==> config.mk <==
export PLATFORM = sky130hd
export DESIGN_NAME = topk_drain_flat
export DESIGN_NICKNAME = d
export VERILOG_FILES = /design/src/rtl/topk_drain_if.sv /design/src/rtl/topk_drain.sv /design/src/flat_wrapper.sv
export SDC_FILE = /design/constraint.sdc
export NUM_CORES = 1
export LEC_CHECK = 0
export ABC_CLOCK_PERIOD_IN_PS = 13600
export BUFFER_PORTS_ARGS = -buffer_cell sky130_fd_sc_hd__buf_2
export CORE_MARGIN = 2
export CORE_UTILIZATION = 45
export CTS_CLUSTER_SIZE = 14
export DETAILED_ROUTE_END_ITERATION = 12
export GPL_ROUTABILITY_DRIVEN = 0
export PLACE_DENSITY = 0.6
export SKIP_LAST_GASP = 1
export SLEW_MARGIN = 15
export SYNTH_ARGS = -nofsm -noshare
export SYNTH_HDL_FRONTEND = slang
export SYNTH_SLANG_ARGS = --single-unit
==> constraint.sdc <==
create_clock -name clk -period 13.6 [get_ports clk]
set_input_delay 2.04 -clock clk [delete_from_list [all_inputs] [get_ports clk]]
set_output_delay 2.04 -clock clk [all_outputs]
set_load 0.01 [all_outputs]
==> src/rtl/topk_drain_if.sv <==
// Streaming bus for topk_drain: input beat channel plus drained output channel.
interface topk_drain_if #(
  parameter int unsigned DATA_WIDTH = 32
);
  logic                  in_valid;
  logic                  in_ready;
  logic [DATA_WIDTH-1:0] in_data;
  logic                  out_valid;
  logic                  out_ready;
  logic [DATA_WIDTH-1:0] out_data;
  logic                  out_last;

  modport master (
    output in_valid, in_data, out_ready,
    input  in_ready, out_valid, out_data, out_last
  );

  modport slave (
    input  in_valid, in_data, out_ready,
    output in_ready, out_valid, out_data, out_last
  );
endinterface

==> src/rtl/topk_drain.sv <==
// Retains the DEPTH largest unsigned values seen and, on request, emits them
// largest-first as a packet terminated by out_last.
module topk_drain #(
  parameter int unsigned DATA_WIDTH = 32,
  parameter int unsigned DEPTH      = 4
) (
  input  logic                         clk,
  input  logic                         resetn,
  topk_drain_if.slave                  bus,
  input  logic                         drain,
  output logic [$clog2(DEPTH+1)-1:0]   count
);
  localparam int unsigned CNT_W = $clog2(DEPTH + 1);

  typedef enum logic {
    S_COLLECT = 1'b0,
    S_DRAIN   = 1'b1
  } state_t;

  state_t                state;
  logic [DATA_WIDTH-1:0] ent     [DEPTH];
  logic [DATA_WIDTH-1:0] ins_ent [DEPTH];
  logic [DEPTH-1:0]      ge;
  logic                  accept;
  logic                  full;
  logic                  do_ins;
  logic [CNT_W-1:0]      cnt_acc;

  // Sorted insert: ge marks held entries that stay above the new value,
  // so equal values land after existing ones.
  always_comb begin
    accept  = (state == S_COLLECT) && bus.in_valid;
    full    = (count == CNT_W'(DEPTH));
    do_ins  = accept && (!full || (bus.in_data > ent[DEPTH-1]));
    cnt_acc = (accept && !full) ? count + CNT_W'(1) : count;
    for (int i = 0; i < int'(DEPTH); i++) begin
      ge[i] = (CNT_W'(i) < count) && (ent[i] >= bus.in_data);
    end
    ins_ent[0] = ge[0] ? ent[0] : bus.in_data;
    for (int i = 1; i < int'(DEPTH); i++) begin
      if (ge[i]) begin
        ins_ent[i] = ent[i];
      end else if (ge[i-1]) begin
        ins_ent[i] = bus.in_data;
      end else begin
        ins_ent[i] = ent[i-1];
      end
    end
  end

  always_ff @(posedge clk) begin
    if (!resetn) begin
      state <= S_COLLECT;
      count <= '0;
      for (int i = 0; i < int'(DEPTH); i++) begin
        ent[i] <= '0;
      end
    end else begin
      case (state)
        S_COLLECT: begin
          if (do_ins) begin
            for (int i = 0; i < int'(DEPTH); i++) begin
              ent[i] <= ins_ent[i];
            end
          end
          count <= cnt_acc;
          if (drain && (cnt_acc != '0)) begin
            state <= S_DRAIN;
          end
        end
        S_DRAIN: begin
          // Entries beyond count are always zero, so the last emit leaves the array clear.
          if (bus.out_ready) begin
            for (int i = 0; i < int'(DEPTH) - 1; i++) begin
              ent[i] <= ent[i+1];
            end
            ent[DEPTH-1] <= '0;
            count        <= count - CNT_W'(1);
            if (count == CNT_W'(1)) begin
              state <= S_COLLECT;
            end
          end
        end
        default: state <= S_COLLECT;
      endcase
    end
  end

  assign bus.in_ready  = (state == S_COLLECT);
  assign bus.out_valid = (state == S_DRAIN);
  assign bus.out_data  = ent[0];
  assign bus.out_last  = (state == S_DRAIN) && (count == CNT_W'(1));

endmodule

==> src/flat_wrapper.sv <==
// flat-port wrapper written by rule: the top's interface ports become plain ports
module topk_drain_flat 
#(
  parameter int unsigned DATA_WIDTH = 32,
  parameter int unsigned DEPTH      = 4
)
  (clk, resetn, drain, count, bus_in_valid, bus_in_data, bus_out_ready, bus_in_ready, bus_out_valid, bus_out_data, bus_out_last);
  topk_drain_if #(.DATA_WIDTH(DATA_WIDTH)) bus_i ();
  input  logic clk;
  input  logic resetn;
  input  logic drain;
  output logic [$clog2(DEPTH+1)-1:0] count;
  input wire logic [$bits(bus_i.in_valid)-1:0] bus_in_valid;
  input wire logic [$bits(bus_i.in_data)-1:0] bus_in_data;
  input wire logic [$bits(bus_i.out_ready)-1:0] bus_out_ready;
  output wire logic [$bits(bus_i.in_ready)-1:0] bus_in_ready;
  output wire logic [$bits(bus_i.out_valid)-1:0] bus_out_valid;
  output wire logic [$bits(bus_i.out_data)-1:0] bus_out_data;
  output wire logic [$bits(bus_i.out_last)-1:0] bus_out_last;
  assign bus_i.in_valid = bus_in_valid;
  assign bus_i.in_data = bus_in_data;
  assign bus_i.out_ready = bus_out_ready;
  assign bus_in_ready = bus_i.in_ready;
  assign bus_out_valid = bus_i.out_valid;
  assign bus_out_data = bus_i.out_data;
  assign bus_out_last = bus_i.out_last;
  topk_drain #(.DATA_WIDTH(DATA_WIDTH), .DEPTH(DEPTH)) u_core (.clk(clk), .resetn(resetn), .bus(bus_i), .drain(drain), .count(count));
endmodule
==> impl_metrics.yaml <==
run_status:
  status: "finished clean"
worst_hold_path:
  hp-class: "flop to flop"
power:
  clkPwrFrac: 0.291
  p_switching_uw: 515
  switching_share: 0.347
  combPwrFrac: 0.300
  seqPwrFrac: 0.409
  leakage_uw: 0.00490
  cellInternalPower_uw: 968
  peakVddDrop_v: 0.0000787
  power_density_nw_per_um2: 141
synth:
  synthesis.nets: 1098
  synthSimpleGateAreaFrac: 0.111
  synth.distinct_cells: 61
  synth_edf_count: 96
  netlist_top_cells_count: "132 x ha_1, 131 x nand2_1, 96 x edfxtp_1, 95 x mux2i_1, 52 x nor2_1"
  ys_seq_elements: 132
  synthFlopType: "edfxtp_1"
  synthArstFlopShare: 0
  synth_top_family_by_area: "compound AO/OA/AOI/OAI gates"
  syn-instance-count: 929
  synth-compound-area-share: 0.181
  syn_area_um2: 9400
  netlist.top_cell.by_area: "edfxtp_1"
  ys_warn_count: 0
  synth.area.mux_share: 0.101
  synth-xor-area-share: 0.00186
  synth.most_common_cell: "ha_1"
  yosysSeqAreaShare: 0.383
  synth_fa_ha_area_frac: 0.176
  synth_top_area_share: 0.307
  avgSynthCellArea_um2: 10.1
  netlist_top_cells_area: "edfxtp_1 31%, ha_1 18%, mux2i_1 10%"
place:
  dpl.cell_count: 1241
  port_buffers: 74
  dpl.hpwl_um: 17100
  dpl_cell_area_um2: 9940
detailed_routing:
  first_pass_iters: 5
  wl_per_cell_um: 19.3
  drc: 0
  antenna_left: 0
  vias: 7252
  first_iter_violations: 422
  drt_wl_total_um: 24600
  viasPerCell: 5.69
floorplan:
  start_util: 0.462
  die-area_um2: 22100
  die_x_um: 149
  num_rows: 52
  io_pins: 75
  coreArea_um2: 20400
  die-height_um: 149
sta:
  max_freq_mhz: 168
  rsz0062_at_grt: "false"
  drv_slew: 0
  clock_skew_ns: 0.0160
  hold_viol_final: 0
  worstMarginPinSlew_ns: 0.946
  finalSetupTns_ns: 0
  slew_headroom: 0.367
  setup_viol: 0
  period_share: 0.437
  fin_crit_ns: 5.94
clock_network:
  clkTransAtPathRegs_ns: 0.06
  cts.sinks: 132
  cts_resized: 0
  h-tree-depth: 4
  clockBufferDepth: 2
  post-cts-setup-buffers: 0
  numCtsBuffers: 17
  clock_latency_ns: 0.44
  postCtsHoldBufs: 0
  cts_tree: "yes"
  root_buffer: "clkbuf_16"
setup_path:
  cp.arrival_ns: 6.07
  path_max_fanout: 52
  end_kind: "flop"
  crit_required_ns: 13.73
  crit_type: "input port to flop"
  critPathLaunchType: "input port"
cells_and_area:
  area_delta_synth_final_pct: 11.8
  final_cells: 1274
  layout-drive-gt1-share: 0.159
  fin_nets: 1160
  fin_area_um2: 10500
  n_antenna_cell: 0
  finish.utilization: 0.516
grt:
  grt_pass1_wl_um: 39800
  grt_max_degree: 73
  grt_overflow: 0
  antenna_found_initial: 0
  grt_pass1_vias: 7249
  grt_usage: 0.234
run:
  cap_violations: 0
==> final timing paths <==
path / from / end / slack, ns / depth (start not counted)
worst max-delay path: bus_in_data[23] / u_core.ent[1][31]$_SDFFCE_PP0P_ / 7.66 / 12
worst min-delay path: u_core.ent[3][7]$_SDFFE_PP0P_ / u_core.ent[3][7]$_SDFFE_PP0P_ / 0.53 / 2
worst max register to register: u_core.ent[3][23]$_SDFFE_PP0P_ / u_core.ent[1][31]$_SDFFCE_PP0P_ / 9.19 / 10
worst min register to register: u_core.ent[3][7]$_SDFFE_PP0P_ / u_core.ent[3][7]$_SDFFE_PP0P_ / 0.53 / 2
==> registers in the layout (all words and copies together) (netlist names) <==
name,flops
u_core.ent,128
u_core.bus.out_valid,1
u_core.count,3
==> layout by cell type, fill, tap and decap left out, types with 2 or more instances in the layout <==
cell type   Yosys  final
nand4_1        18     18
a2111oi_0       3      3
o21ai_2        29     29
mux2i_1        95     95
nand2_1       131    130
and4_1          5      5
clkinvlp_4      0      4
nand3_1         7      7
dfxtp_1        36     36
o21a_1          3      3
nand2b_1        3      3
a211oi_1        5      5
nor4_1          2      2
o31ai_1         2      2
ha_1          132    132
o21ai_1        40     40
o311ai_2        2      2
o22ai_1         3      3
clkbuf_1       16      3
nor2b_1         4      4
o21ai_0        49     49
a21oi_4         1      2
edfxtp_1       96     96
nor3_2          2      2
a2bb2oi_1      31     31
buf_4           4      9
nor2_4          0      3
inv_1          44     44
nor3_1          4      4
nor2_1         52     49
clkinv_1        0      2
clkbuf_16       0     17
a21oi_1        46     45
clkinv_2        0      4
buf_2           5     74
a221oi_1        6      6
a21o_1          9      9
==> through the flow <==
stage	setup WS (ns)	total power, uW	hold slack, ns
3_3_place_gp	7.16	1050	0.501
6_report	7.66	1480	0.533
2_1_floorplan	7.84	904	0.477
3_5_place_dp	7.07	1050	0.517
5_1_grt	7.34	1570	0.556
4_1_cts	7.52	1490	0.530
==> cell families after synthesis <==
logic type      Yosys count
compound gates          247
xor+xnor                  2
fa+ha+maj               132
buf+inv                  85
flops                   132
mux                      95
simple gates            236
==> power by group through the flow <==
stage               registers, uW  clock network [uW]  logic [uW]
floorplan                     598                   0         306
global placement              613                   0         436
detailed placement            613                   0         441
CTS                           605                 438         444
global route                  618                 455         497
finish                        606                 432         445
==> metal layers <==
layer / global-route usage / part of all wire / up-vias
met5: 0 / 0 / -
met4: 0.0667 / 0.012 / 0
met3: 0.0371 / 0.032 / 26
met2: 0.380 / 0.47 / 130
met1: 0.325 / 0.48 / 3501
li1: - / - / 3595
==> worst max-delay path: stages <==
cell,delay [ns]
buf_2,0.12
inv_1,0.11
ha_1,0.34
nand4_1,0.16
nor4_1,0.57
inv_1,0.14
a311oi_2,0.32
or3_4,0.57
buf_4,0.65
nor2_1,0.17
nor2_4,0.62
buf_16,0.24
==> area by class of cell <==
type	count	area (um^2)
tap	270	338
clock buffer	21	450
clock inverter	11	87.6
inverter	44	165
sequential	132	3600
fill	1859	9850
multi-input combinational	712	5400
timing repair buffer	84	465
Power figures use the tool's default switching activity.
